### src/rtl/subword_store_pkg.sv
// -----------------------------------------------------------------------------
// subword_store_pkg
// Shared definitions for the store path: the StoreOp width encodings (also used
// by the control unit), the store FSM state type and a helper that decides
// whether a request is misaligned or carries an illegal width code.
// -----------------------------------------------------------------------------
package subword_store_pkg;

   localparam logic [1:0] SS_OP_SW = 2'b00;
   localparam logic [1:0] SS_OP_SH = 2'b01;
   localparam logic [1:0] SS_OP_SB = 2'b10;

   typedef enum logic [1:0] {
      ST_IDLE  = 2'd0,
      ST_READ  = 2'd1,
      ST_WRITE = 2'd2,
      ST_FIN   = 2'd3
   } store_state_t;

   // A word store needs a word-aligned address and a halfword store an even one.
   // Byte stores are always aligned. Any code outside the three widths is
   // rejected outright.
   function automatic logic bad_request(input logic [1:0] op,
                                        input logic [1:0] addr_lo,
                                        input logic [1:0] op_sw,
                                        input logic [1:0] op_sh,
                                        input logic [1:0] op_sb);
      if (op == op_sw)
         return addr_lo != 2'b00;
      else if (op == op_sh)
         return addr_lo[0];
      else if (op == op_sb)
         return 1'b0;
      else
         return 1'b1;
   endfunction

endpackage

### src/rtl/subword_store_if.sv
// -----------------------------------------------------------------------------
// subword_store_if
// Bundles the request side (start/addr/wdata/StoreOp -> busy/done/err) and the
// word-wide memory side (mem_addr/mem_rd/mem_wr/mem_wdata <- mem_rdata/mem_ready)
// of the sub-word store unit.
//   slave  : view taken by the store unit itself
//   master : view taken by whoever issues stores and models the memory
// -----------------------------------------------------------------------------
interface subword_store_if;

   logic        start;
   logic [31:0] addr;
   logic [31:0] wdata;
   logic [1:0]  StoreOp;
   logic        busy;
   logic        done;
   logic        err;
   logic [31:0] mem_addr;
   logic        mem_rd;
   logic        mem_wr;
   logic [31:0] mem_wdata;
   logic [31:0] mem_rdata;
   logic        mem_ready;

   modport slave (
      input  start, addr, wdata, StoreOp, mem_rdata, mem_ready,
      output busy, done, err, mem_addr, mem_rd, mem_wr, mem_wdata
   );

   modport master (
      output start, addr, wdata, StoreOp, mem_rdata, mem_ready,
      input  busy, done, err, mem_addr, mem_rd, mem_wr, mem_wdata
   );

endinterface

### src/rtl/subword_store_merge.sv
// -----------------------------------------------------------------------------
// store_merge
// Purely combinational lane merge for little-endian sub-word stores.
//   old_word : word previously read from memory
//   data     : store data, sub-word value in the low bits
//   store_op : width code (word / halfword / byte)
//   addr_lo  : byte offset of the store within the word
//   new_word : word to write back
// -----------------------------------------------------------------------------
module store_merge
   import subword_store_pkg::*;
#(
   parameter logic [1:0] OP_SW = SS_OP_SW,
   parameter logic [1:0] OP_SH = SS_OP_SH,
   parameter logic [1:0] OP_SB = SS_OP_SB
) (
   input  logic [31:0] old_word,
   input  logic [31:0] data,
   input  logic [1:0]  store_op,
   input  logic [1:0]  addr_lo,
   output logic [31:0] new_word
);

   // Start from the old word so every lane not targeted by the store is kept.
   // A word store replaces everything; a halfword picks its lane with addr_lo[1];
   // a byte picks its lane with both offset bits.
   always_comb begin
      new_word = old_word;
      if (store_op == OP_SW) begin
         new_word = data;
      end else if (store_op == OP_SH) begin
         if (addr_lo[1])
            new_word[31:16] = data[15:0];
         else
            new_word[15:0]  = data[15:0];
      end else if (store_op == OP_SB) begin
         case (addr_lo)
            2'd0:    new_word[7:0]   = data[7:0];
            2'd1:    new_word[15:8]  = data[7:0];
            2'd2:    new_word[23:16] = data[7:0];
            default: new_word[31:24] = data[7:0];
         endcase
      end
   end

endmodule

### src/rtl/subword_store.sv
// -----------------------------------------------------------------------------
// subword_store
// Performs byte/halfword/word stores against a word-only memory. Word stores are
// written directly; sub-word stores read the containing word, merge the new
// lane(s) in and write the word back. Misaligned or illegal requests finish
// with err and never touch memory.
//   clk  : rising-edge clock
//   rst  : synchronous active-high reset
//   bus  : request + memory handshake (slave view of subword_store_if)
// -----------------------------------------------------------------------------
module subword_store
   import subword_store_pkg::*;
#(
   parameter logic [1:0] OP_SW = SS_OP_SW,
   parameter logic [1:0] OP_SH = SS_OP_SH,
   parameter logic [1:0] OP_SB = SS_OP_SB
) (
   input  logic            clk,
   input  logic            rst,
   subword_store_if.slave  bus
);

   store_state_t state;
   store_state_t state_nxt;

   logic [31:0] addr_q;
   logic [31:0] wdata_q;
   logic [31:0] rdata_q;
   logic [1:0]  op_q;
   logic        err_q;
   logic        accept;
   logic        req_bad;
   logic [31:0] merged;

   assign accept  = (state == ST_IDLE) && bus.start;
   assign req_bad = bad_request(bus.StoreOp, bus.addr[1:0], OP_SW, OP_SH, OP_SB);

   // State register. Reset wins over everything, including a start in the
   // same cycle, and drops any memory access in flight.
   always_ff @(posedge clk) begin
      if (rst)
         state <= ST_IDLE;
      else
         state <= state_nxt;
   end

   // Next-state logic. Word stores skip the read since the whole word is
   // replaced; rejected requests go straight to FIN so they cost no memory
   // cycles. READ and WRITE hold until the memory acknowledges.
   always_comb begin
      state_nxt = state;
      unique case (state)
         ST_IDLE: begin
            if (bus.start) begin
               if (req_bad)
                  state_nxt = ST_FIN;
               else if (bus.StoreOp == OP_SW)
                  state_nxt = ST_WRITE;
               else
                  state_nxt = ST_READ;
            end
         end
         ST_READ: begin
            if (bus.mem_ready)
               state_nxt = ST_WRITE;
         end
         ST_WRITE: begin
            if (bus.mem_ready)
               state_nxt = ST_FIN;
         end
         ST_FIN: begin
            state_nxt = ST_IDLE;
         end
         default: begin
            state_nxt = ST_IDLE;
         end
      endcase
   end

   // Request and read-data capture. The request is only taken in IDLE so that
   // the address and write word cannot move underneath an access, and the read
   // word is taken on the edge the memory acknowledges it.
   always_ff @(posedge clk) begin
      if (rst) begin
         addr_q  <= '0;
         wdata_q <= '0;
         rdata_q <= '0;
         op_q    <= '0;
         err_q   <= 1'b0;
      end else begin
         if (accept) begin
            addr_q  <= bus.addr;
            wdata_q <= bus.wdata;
            op_q    <= bus.StoreOp;
            err_q   <= req_bad;
         end
         if ((state == ST_READ) && bus.mem_ready)
            rdata_q <= bus.mem_rdata;
      end
   end

   store_merge #(
      .OP_SW (OP_SW),
      .OP_SH (OP_SH),
      .OP_SB (OP_SB)
   ) u_merge (
      .old_word (rdata_q),
      .data     (wdata_q),
      .store_op (op_q),
      .addr_lo  (addr_q[1:0]),
      .new_word (merged)
   );

   // The write word and address come only from registered state, so they hold
   // steady through any number of memory wait cycles.
   assign bus.mem_addr  = {addr_q[31:2], 2'b00};
   assign bus.mem_wdata = merged;

   // Output decode. Read and write strobes come from distinct states, so they
   // can never be high together; err only shows alongside done in FIN.
   always_comb begin
      bus.busy   = 1'b0;
      bus.done   = 1'b0;
      bus.err    = 1'b0;
      bus.mem_rd = 1'b0;
      bus.mem_wr = 1'b0;
      unique case (state)
         ST_IDLE: begin
         end
         ST_READ: begin
            bus.busy   = 1'b1;
            bus.mem_rd = 1'b1;
         end
         ST_WRITE: begin
            bus.busy   = 1'b1;
            bus.mem_wr = 1'b1;
         end
         ST_FIN: begin
            bus.busy = 1'b1;
            bus.done = 1'b1;
            bus.err  = err_q;
         end
         default: begin
         end
      endcase
   end

endmodule
### src/flat_wrapper.sv
// flat-port wrapper written by rule: the top's interface ports become plain ports
module subword_store_flat import subword_store_pkg::*;
#(
   parameter logic [1:0] OP_SW = SS_OP_SW,
   parameter logic [1:0] OP_SH = SS_OP_SH,
   parameter logic [1:0] OP_SB = SS_OP_SB
)
  (clk, rst, bus_start, bus_addr, bus_wdata, bus_StoreOp, bus_mem_rdata, bus_mem_ready, bus_busy, bus_done, bus_err, bus_mem_addr, bus_mem_rd, bus_mem_wr, bus_mem_wdata);
  subword_store_if bus_i ();
  input  logic clk;
  input  logic rst;
  input wire logic [$bits(bus_i.start)-1:0] bus_start;
  input wire logic [$bits(bus_i.addr)-1:0] bus_addr;
  input wire logic [$bits(bus_i.wdata)-1:0] bus_wdata;
  input wire logic [$bits(bus_i.StoreOp)-1:0] bus_StoreOp;
  input wire logic [$bits(bus_i.mem_rdata)-1:0] bus_mem_rdata;
  input wire logic [$bits(bus_i.mem_ready)-1:0] bus_mem_ready;
  output wire logic [$bits(bus_i.busy)-1:0] bus_busy;
  output wire logic [$bits(bus_i.done)-1:0] bus_done;
  output wire logic [$bits(bus_i.err)-1:0] bus_err;
  output wire logic [$bits(bus_i.mem_addr)-1:0] bus_mem_addr;
  output wire logic [$bits(bus_i.mem_rd)-1:0] bus_mem_rd;
  output wire logic [$bits(bus_i.mem_wr)-1:0] bus_mem_wr;
  output wire logic [$bits(bus_i.mem_wdata)-1:0] bus_mem_wdata;
  assign bus_i.start = bus_start;
  assign bus_i.addr = bus_addr;
  assign bus_i.wdata = bus_wdata;
  assign bus_i.StoreOp = bus_StoreOp;
  assign bus_i.mem_rdata = bus_mem_rdata;
  assign bus_i.mem_ready = bus_mem_ready;
  assign bus_busy = bus_i.busy;
  assign bus_done = bus_i.done;
  assign bus_err = bus_i.err;
  assign bus_mem_addr = bus_i.mem_addr;
  assign bus_mem_rd = bus_i.mem_rd;
  assign bus_mem_wr = bus_i.mem_wr;
  assign bus_mem_wdata = bus_i.mem_wdata;
  subword_store #(.OP_SW(OP_SW), .OP_SH(OP_SH), .OP_SB(OP_SB)) u_core (.clk(clk), .rst(rst), .bus(bus_i));
endmodule
### config.mk
export PLATFORM = sky130hd
export DESIGN_NAME = subword_store_flat
export DESIGN_NICKNAME = d
export VERILOG_FILES = /design/src/rtl/subword_store_pkg.sv /design/src/rtl/subword_store_if.sv /design/src/rtl/subword_store_merge.sv /design/src/rtl/subword_store.sv /design/src/flat_wrapper.sv
export SDC_FILE = /design/constraint.sdc
export NUM_CORES = 1
export LEC_CHECK = 0
export CORE_MARGIN = 2
export CORE_UTILIZATION = 47
export CTS_BUF_LIST = sky130_fd_sc_hd__clkbuf_8
export DETAILED_ROUTE_END_ITERATION = 10
export PLACE_DENSITY = 0.87
export SYNTH_ARGS = -nofsm -noshare
export SYNTH_HDL_FRONTEND = slang
export SYNTH_HIERARCHICAL = 1
export SYNTH_SLANG_ARGS = --single-unit
### constraint.sdc
create_clock -name clk -period 1.9 [get_ports clk]
set_input_delay 0.285 -clock clk [delete_from_list [all_inputs] [get_ports clk]]
set_output_delay 0.285 -clock clk [all_outputs]
set_load 0.02 [all_outputs]
==> Word level (Yosys, flattened, before mapping) <==
Cells that the tools add are included.
{ "totals": {"ff_bits": 101, "output_inout_bits": 69, "wordCells": 51} }
{ "classes": {"n_eq_ne": 12, "n_mux": 23, "n_reduce_logical": 10} }
{ "op_table": {"columns": ["cell", "count"], "rows": [
  ["$mux 32", 3],
  ["$mux 16", 2],
  ["$mux 8", 4],
  ["$eq 2x2->1 const B", 5],
  ["$mux 2", 5],
  ["$eq 2x1->1 const B", 4],
  ["$logic_not 2->1", 4],
  ["$mux 1", 8],
  ["$pmux 2 s4", 1],
  ["$ne 2x2->1 const B", 3],
  ["$reduce_or 3->1", 2],
  ["$reduce_and 3->1", 1],
  ["$logic_and 1x1->1", 2],
  ["$reduce_bool 2->1", 1]
]} }

==> Depth between registers and ports, before layout <==
Gate-level depths: netlist of the first run.
{ "depth": {"depth_word": 7, "depth_mapped": 8, "mapped_depth_nobuf": 5} }

==> Cells and area by module <==
The synthesis of the first run kept the hierarchy.
{ "by_module_without_submodules": {"columns": ["mod", "instances", "cells_each", "area_per_inst_um2"], "rows": [
  ["subword_store", 1, 491, 3885.0],
  ["store_merge", 1, 158, 1066.0]
]} }

==> Least setup slack after synthesis of the first run <==
Ideal clock, no wire load.
{ "synth_timing": {"path_kind": "register -> output", "startpoint": "register u_core.op_q[0]", "endpoint": "output bus_mem_wdata[18]", "t_arrival_ps": 1450, "setup_slack_ps": 165, "path_stages_with_launch": 6, "cell_sequence": "dfxtp_1 > buf_6 > buf_2 > clkbuf_1 > o21ai_0 > o21ai_0"} }
{ "synth_between": {"elab_chain_len": 4} }
{ "synth_rtl": {"columns": ["element", "line_no", "rtl"], "rows": [
  ["start, declared", "subword_store.sv:29", "logic [1:0] op_q;"],
  ["start signal, assigned", "subword_store.sv:94", "op_q <= bus.StoreOp;"],
  ["$eq 2x2->1", "subword_store_merge.sv:36", "end else if (store_op == OP_SB) begin"],
  ["$mux 32", "subword_store_merge.sv:36", null],
  ["$mux 32", "subword_store_merge.sv:31", "end else if (store_op == OP_SH) begin"],
  ["$mux 32 (*)", "subword_store_merge.sv:29", "if (store_op == OP_SW) begin"],
  ["end, declared", "flat_wrapper.sv:24", "output wire logic [$bits(bus_i.mem_wdata)-1:0] bus_mem_wdata;"]
]} }
Every way passes the cells marked *; elsewhere a longest branch is shown, timed or not.

==> Final worst setup path of the first run <==
{ "layout_timing": {"startpoint": "register u_core.addr_q[1]", "endpoint": "output bus_mem_wdata[10]"} }
{ "layout_between": {"elab_chain_len": 5} }
{ "layout_rtl": {"columns": ["element", "line_no", "rtl"], "rows": [
  ["start, declared", "subword_store.sv:26", "logic [31:0] addr_q;"],
  ["start signal, assigned", "subword_store.sv:92", "addr_q <= bus.addr;"],
  ["$eq 2x1->1", "subword_store_merge.sv:37", "case (addr_lo)"],
  ["$mux 8", "subword_store_merge.sv:37", null],
  ["$mux 32", "subword_store_merge.sv:36", null],
  ["$mux 32 (*)", "subword_store_merge.sv:31", null],
  ["$mux 32 (*)", "subword_store_merge.sv:29", null]
]} }
Marked as above.

==> summary.md, run 1 <==
| Metric | Value |
|---|---|
| Status | finished with violations |
| Failing checks | setup timing |
| Hold buffer count at CTS | 0 |
| Fin crit period | 2.110 ns |
| Proportion of power drawn by combinational gates | 48.7% |
| Worst Hold Class | in -> reg |
| Vias in the first global route | 5,107 |
| Final hold vios | 0 |
| Switching Fraction | 39.80% |
| Fmax | 0.4739 GHz |
| Setup crit end kind | output port |
| Top_reg_cell synth | dfxtp_1 |
| Setup WS post-layout | -0.2101 ns |
| Diode count | 0 |
| Worst hold slack | 0.3714 ns |
| Max-Cap Viols | 0 |
| TritonCTS clock tree | done |
| Final Max Tran Viols | 0 |
| Crit-path slowest cell | a311oi_1 |
| Net load switching power | 0.003125 W |
| Root buffer cell | clkbuf_8 |
| Non-Filler Instances | between 900 and 1,000 |
| Die Ht | around 110 µm |
| Final setup TNS | -2.782 ns |
| Largest net degree at the start of global routing | 44 |
| Power consumption | 0.007851 W |
| Worst R2R Start | u_core/state[1] |
| Synth area leader | dfxtp_1 |
| Leakage | 2.832 nW |
| Hold Startpoint | rst |
| Crit path cell chain | buf_12 > buf_4 > a21boi_0 > a311oi_1 > a31oi_2 > buf_4 |
| Commonest non-fill, non-tap cells in the layout | nand2_1 (207), clkdlybuf4s50_1 (130), a21oi_1 (120) |
| Critical path launch point type | flip-flop |
| Critical path fanouts, max | 8 |
| Via/cell ratio | 5.358 |
| Share of the yosys chip area belonging to registers | 40.84% |
| Global-route wire length before repair | 24,520 µm |
| DIE AREA | 11,370 µm² |
| Deepest clock path buffer count | 2 |
| RSZ-0062 raised after global routing | true |
| Final setup violation count | 29 |
| DR vias | 5,128 |
| Most used cell along the critical path | buf_4 |
| Core area | between 10,000 and 15,000 µm² |
| Max incr delay on CP | 0.45 ns |
| Setup Crit Path Kind | reg -> out |
| Nets | 923 |
| Mean routed wirelength per cell | roughly 17 µm |
| Gr ovfl total | 0 |
| Number of remaining DRC errors | 0 |
| Most common cell after layout, fill and taps aside | nand2_1 |
| Hold path cells | 2 |
| Total wire length | 16,160 µm |
| Cell Area, Synth | 4951 µm² |
| Initial antenna violation count | 0 |
| Dpl hpwl | 11,160 µm |
| FF-to-FF setup slack | 0.34 ns |
| Max VDD drop | between 0.0006 and 0.0007 V |
| Unique masters post-synth | 44 |
| Skew-Pair Late Insertion Delay | 0.37 ns |
| Synth Register Bits | 101 |
| Share of layout cells above drive strength 1 | a little over a fifth |
| Top cell type's share of synthesized area | between 40% and 50% |
| Clk pin slew, worst setup/hold paths | 0.11 ns |
| Number of DRC markers in iteration 0 | ~400 |
| Clock Power Share | 16.4% |
| CP startpoint | u_core/addr_q[1] |
| Mapped Cells | 649 |
| EDFF count, synth | 0 |
| Area contributors post-synth | dfxtp_1 (41%), nand2_1 (16%), a21oi_1 (13%) |
| Placed cells | approximately 910 |
| Post-route ant nets | 0 |
| Worst Hold End | u_core/err_q |
| PortBufs | 168 |
| GPL Wtd Cong | 0.8783 |
| Ports | 171 |
| Worst EP required | roughly 1.6 ns |
| Worst Reg2Reg Path Length in Cells | 6 |
| Period utilization | 111.1% |
| First-pass detailed-route iteration total | 5 |
| CTS Buf Count | 9 |
| Initial Utilization | 48.17% |
| CTS Sinks | slightly above 100 |
| Total track usage | 27.28% |
| Syn Area/Cell | 7.629 µm² |
| Pwr per Cell Area | 1061 nW/µm² |
| Die outline width | 106.6 µm |
| WP buf/inv | 3 |
| CP Data Arrival Time | 1.83 ns |
| P&R area growth vs syn | 49.51% |
| Clock Skews | 0.01320 ns |
| YS warnings | 6 |
| Flop pwr share | 34.9% |
| Synth async-reset ratio | 0% |
| Worst R2R End | u_core/op_q[1] |
| Top Family by Delay on Critical Path | compound AO/OA/AOI/OAI gates |
| Setup WS pre-CTS | -0.2588 ns |
| Row count | 37 |
| Cell internal pwr | 0.004726 W |
| Htree depth | 3 |
[how the worst max path moves through the flow]
stage,end,cells past startpoint
6_report,bus_mem_wdata[10],6
5_1_grt,bus_mem_wdata[10],6
4_1_cts,bus_mem_wdata[14],6
3_5_place_dp,bus_mem_wdata[3],5
3_3_place_gp,bus_mem_wdata[31],5
2_1_floorplan,bus_mem_wdata[18],5
[synthesized netlist by cell type (5+ instances only)]
library cell and count:
inv_1 7, nand2_1 208, buf_6 7, dfxtp_1 101, nor2_1 21, buf_4 34
a21oi_1 126, mux2_2 8, clkbuf_1 19, a22oi_1 8, o21ai_0 18, mux2i_1 24
ha_1 5, buf_2 19
[kinds of logic (layout without fill, tap and decap cells)]
| logic type | after synthesis | after routing | synth area share [%] |
|---|---|---|---|
| adders and majority gates | 5 | 5 | 1.264 |
| DFF | 101 | 101 | 40.84 |
| muxes | 32 | 32 | 6.672 |
| AOI/OAI and AO/OA | 169 | 169 | 18.68 |
| buffers and inverters | 87 | 258 | 10.94 |
| other | 1 | 2 | 0.07574 |
| and+or+nand+nor | 254 | 254 | 21.53 |
[final cells by class]
cell class                 instances  area [µm²]
clock buffer                       9       123.9
clock inverter                     7       56.30
fill                             833        2875
inverter                           7       26.28
multi-input combinational        462        2616
sequential                       101        2032
tap                              136       170.2
timing repair buffer             235        2377
[flip-flops by register name, summed over array words and instances (netlist names)]
name,cells
u_core/addr_q,32
u_core/err_q,1
u_core/op_q,2
u_core/rdata_q,32
u_core/state,2
u_core/wdata_q,32
[metrics by stage]
step,cell area (µm²),utilization [%]
global placement,6635,64.56
CTS,7103,69.11
detailed placement,6635,64.56
floorplan,4955,-
global route,7402,72.02
finish,7402,72.02
[worst register-to-register path: cells and delay by family, from the launching register on]
kind,cells,cell delay [ns]
AOI/OAI and AO/OA,1,0.18
adders and majority gates,1,0.22
buffers and inverters,2,0.33
DFF,1,0.35
and+or+nand+nor,2,0.40
[power by group through the flow]
stage	logic, W	registers [W]	clock network (W)
after floorplan	0.00215	0.00268	0
after global placement	0.00334	0.00274	0
after detailed placement	0.00341	0.00276	0
after CTS	0.00355	0.00272	0.00131
after global routing	0.00411	0.00277	0.00139
final	0.00383	0.00274	0.00129
[routing by layer]
| metal | global-route usage (%) | part of all wire [%] | vias up |
|---|---|---|---|
| li1 | - | - | 2457 |
| met1 | 31.20 | 40 | 2409 |
| met2 | 49.27 | 50 | 216 |
| met3 | 7.112 | 6.7 | 46 |
| met4 | 8.998 | 3.1 | 0 |
| met5 | 0 | 0 | - |
[timing repair]
item                       CTS  global route
pin swaps                   28            13
setup endpoints to repair   36            33
cloned                       1             2
resized for setup          234            51
buffers inserted            18             7
(Power assumes the default switching activity.)
==> run 2, diff against run 1 <==
SLEW_MARGIN = 15   (was unset)
==> results of run 2 <==
Final layout, timing and power as in run 1 (identical DEF).
==> run 3, diff against run 2 <==
CORE_UTILIZATION = 50   (was 47)
CTS_CLUSTER_DIAMETER = 200   (was unset)
DONT_BUFFER_PORTS = 1   (was unset)
PLACE_DENSITY = 0.69   (was 0.87)
==> run 3 against run 2 <==
  * The run ends with hold timing, setup timing left
  * Power shrank 14%
  * Clock power hardly changed
  * Clock skew is 0.0091 ns lower
  * Die area shrank 5.8%
  * Routed wire length shrank 20%
  * Utilization down 17 points
  * First-iteration DRC count decreased by 49%
  * Hold slack worse by 0.38 ns
  * Critical path depth fell by 1
  * Maximum frequency increased by 5.9%
  * Non-clock buffer count decreased by 189
==> summary.md, run 3 (synthesized netlist as in run 1, its figures left out) <==
| Metric | Value |
|---|---|
| Deepest clock path buffer count | 2 (unchanged) |
| Failing checks | hold timing, setup timing (was setup timing) |
| TritonCTS clock tree | done (unchanged) |
| Setup WS post-layout | -0.09244 ns (was -0.2101 ns) |
| CP startpoint | u_core/op_q[0] (was u_core/addr_q[1]) |
| Worst hold slack | -0.01283 ns (was 0.3714 ns) |
| Setup WS pre-CTS | 0.1758 ns (was -0.2588 ns) |
| Max VDD drop | 0.0007218 V (was 0.0006085 V) |
| Final setup TNS | -0.5631 ns (was -2.782 ns) |
| Vias in the first global route | 4,097 (was 5,107) |
| Grt met2 use | 39.97% (was 49.27%) |
| Fin crit period | 1.992 ns (was 2.110 ns) |
| Worst EP required | 1.62 ns (about the same) |
| Mean routed wirelength per cell | 16.91 µm (was 16.88 µm) |
| GPL Wtd Cong | 0.9733 (was 0.8783) |
| Max incr delay on CP | 0.35 ns (was 0.45 ns) |
| Layout filler cell count | 949 (was 833) |
| Clk pin slew, worst setup/hold paths | 0.09 ns (was 0.11 ns) |
| Pwr per Cell Area | 1270 nW/µm² (was 1061 nW/µm²) |
| Switching Fraction | 40.11% (was 39.80%) |
| Post-route ant nets | 0 (unchanged) |
| Worst R2R End | u_core/wdata_q[11] (was u_core/op_q[1]) |
| Cell internal pwr | 0.004029 W (was 0.004726 W) |
| Share of layout cells above drive strength 1 | 15.06% (was 20.83%) |
| Largest regs | u_core/addr_q (32), u_core/rdata_q (32), u_core/wdata_q (32) (unchanged) |
| Final setup violation count | 23 (was 29) |
| Row count | 36 (was 37) |
| Setup crit end kind | output port (unchanged) |
| Final hold vios | 5 (was 0) |
| Crit path capture | bus_mem_wdata[10] (unchanged) |
| Footprint of the multi-input gates | 2482 µm² (was 2616 µm²) |
| Worst Hold Class | in -> reg (unchanged) |
| FF-to-FF setup slack | 0.18 ns (was 0.34 ns) |
| RSZ-0062 raised after global routing | true (unchanged) |
| Nets | 734 (was 923) |
| CTS Sinks | 101 (unchanged) |
| Dpl hpwl | 9226 µm (was 11,160 µm) |
| First-pass detailed-route iteration total | 5 (unchanged) |
| Met3 usage | 6.356% (was 7.112%) |
| Die Ht | 103.5 µm (was 106.6 µm) |
| PortBufs | 0 (was 168) |
| Critical path launch point type | flip-flop (unchanged) |
| Initial antenna violation count | 0 (unchanged) |
| Net load switching power | 0.002698 W (was 0.003125 W) |
| Top Family by Delay on Critical Path | simple AND/OR/NAND/NOR gates (was compound AO/OA/AOI/OAI gates) |
| Skew-Pair Late Insertion Delay | 0.36 ns (was 0.37 ns) |
| Flop pwr share | 43.2% (was 34.9%) |
| Proportion of power drawn by combinational gates | 37.6% (was 48.7%) |
| WP buf/inv | 1 (was 3) |
| Via/cell ratio | 5.480 (was 5.358) |
| Total track usage | 24.11% (was 27.28%) |
| Worst R2R Start | u_core/state[0] (was u_core/state[1]) |
| Final Max Tran Viols | 0 (unchanged) |
| P&R area growth vs syn | 7.025% (was 49.51%) |
| Register area | 2029 µm² (was 2032 µm²) |
| Diode count | 0 (unchanged) |
| CTS Buf Count | 9 (unchanged) |
| Setup Crit Path Kind | reg -> out (unchanged) |
| Period utilization | 104.9% (was 111.1%) |
| Leakage | 1.942 nW (was 2.832 nW) |
| Largest net degree at the start of global routing | 103 (was 44) |
| Fmax | 0.5019 GHz (was 0.4739 GHz) |
| Max-Cap Viols | 0 (unchanged) |
| Worst Reg2Reg Path Length in Cells | 6 (unchanged) |
| Htree depth | 3 (unchanged) |
| CP Data Arrival Time | 1.71 ns (was 1.83 ns) |
| Core area | 9684 µm² (was 10,280 µm²) |
| Worst-margin pin slew | 0.5526 ns |
| Die outline width | 103.5 µm (was 106.6 µm) |
| Crit path depth | 5 (was 6) |
| Critical path fanouts, max | 6 (was 8) |
| Initial Utilization | 51.12% (was 48.17%) |
| Rel. slew slack | 63.00% |
| Clock Power Share | 19.2% (was 16.4%) |
| Total wire length | 12,920 µm (was 16,160 µm) |
| Gr busiest metal | met2 (unchanged) |
| Crit-path slowest cell | dfxtp_2 (was a311oi_1) |
| Number of remaining DRC errors | 0 (unchanged) |
| Root buffer cell | clkbuf_8 (unchanged) |
| Global-route wire length before repair | 20,760 µm (was 24,520 µm) |
| Number of DRC markers in iteration 0 | 201 (was 393) |
| Crit path cell chain | and3b_2 > nor2b_4 > nand2_1 > a31oi_1 > buf_4 (was buf_12 > buf_4 > a21boi_0 > a311oi_1 > a31oi_2 > buf_4) |
| Commonest non-fill, non-tap cells in the layout | nand2_1 (207), a21oi_1 (123), dfxtp_1 (97) (was nand2_1 (207), clkdlybuf4s50_1 (130), a21oi_1 (120)) |
| Gr ovfl total | 0 (unchanged) |
| Met1 Track Usage GR | 29.97% (was 31.20%) |
| DIE AREA | 10,710 µm² (was 11,370 µm²) |
| Most common cell after layout, fill and taps aside | nand2_1 (unchanged) |
| DR vias | 4,187 (was 5,128) |
| Ports | 171 (unchanged) |
| Post-layout util | 54.72% (was 72.02%) |
| Clock Skews | 0.004122 ns (was 0.01320 ns) |
| Status | finished with violations (unchanged) |
==> run 3: changes by cell type in the layout (fill, tap and decap cells not counted), moves of 3 or more <==
cell,delta
a21oi_1,+3
a21oi_2,-3
a22oi_1,+6
a22oi_2,-6
buf_12,-3
buf_4,-15
buf_6,-34
clkbuf_8,+3
clkdlybuf4s50_1,-130
dlygate4sd2_1,-4
o21ai_0,+7
o21ai_2,-7
==> run 3: how the worst min path moves through the flow <==
stage	start	end	slack, ns	cells after the start
floorplan	bus_StoreOp[1]	u_core/op_q[1]	0.42	2
global placement	rst	u_core/addr_q[12]	0.36	1
detailed placement	rst	u_core/addr_q[12]	0.36	1
CTS	rst	u_core/addr_q[10]	-0.03	1
global route	rst	u_core/addr_q[12]	-0.04	1
finish	rst	u_core/addr_q[10]	-0.01	1
==> run 3: area by class of cell <==
cell class	instances	share of cell area, %
Timing Repair Buffer	46	7.745
Multi-Input combinational cell	462	46.85
Clock buffer	12	3.117
Tap cell	133	3.141
Clock inverter	3	0.3542
Inverter	7	0.4959
Sequential cell	101	38.30
==> run 3: what timing repair did <==
| item | in CTS | in global routing |
|---|---|---|
| gates cloned | 0 | 0 |
| gates resized for setup | 24 | 13 |
| setup buffers | 6 | 1 |
| endpoints found under the setup margin | 32 | 32 |
| pin swaps | 16 | 4 |
| hold endpoints to repair | 100 | 96 |
==> run 3: power by group through the flow <==
stage	registers (W)	clock network (W)	logic [W]
finish	0.00291	0.00129	0.00253
global placement	0.00293	0	0.00235
CTS	0.00290	0.00132	0.00251
floorplan	0.00268	0	0.00215
detailed placement	0.00295	0	0.00242
global route	0.00295	0.00142	0.00279
==> run 3: routing by layer <==
| layer | vias up | part of all wire [%] |
|---|---|---|
| li1 | 2074 | - |
| met1 | 1941 | 43 |
| met2 | 152 | 47 |
| met3 | 20 | 7.3 |
| met4 | 0 | 2.2 |
| met5 | - | 0 |
==> run 3: per-stage QoR <==
step	power (W)	instance area, µm²	instances
floorplan	0.004832	4955	650
global placement	0.005285	4940	742
detailed placement	0.005364	4940	742
CTS	0.006736	5250	763
global route	0.007155	5299	764
finish	0.006727	5299	764
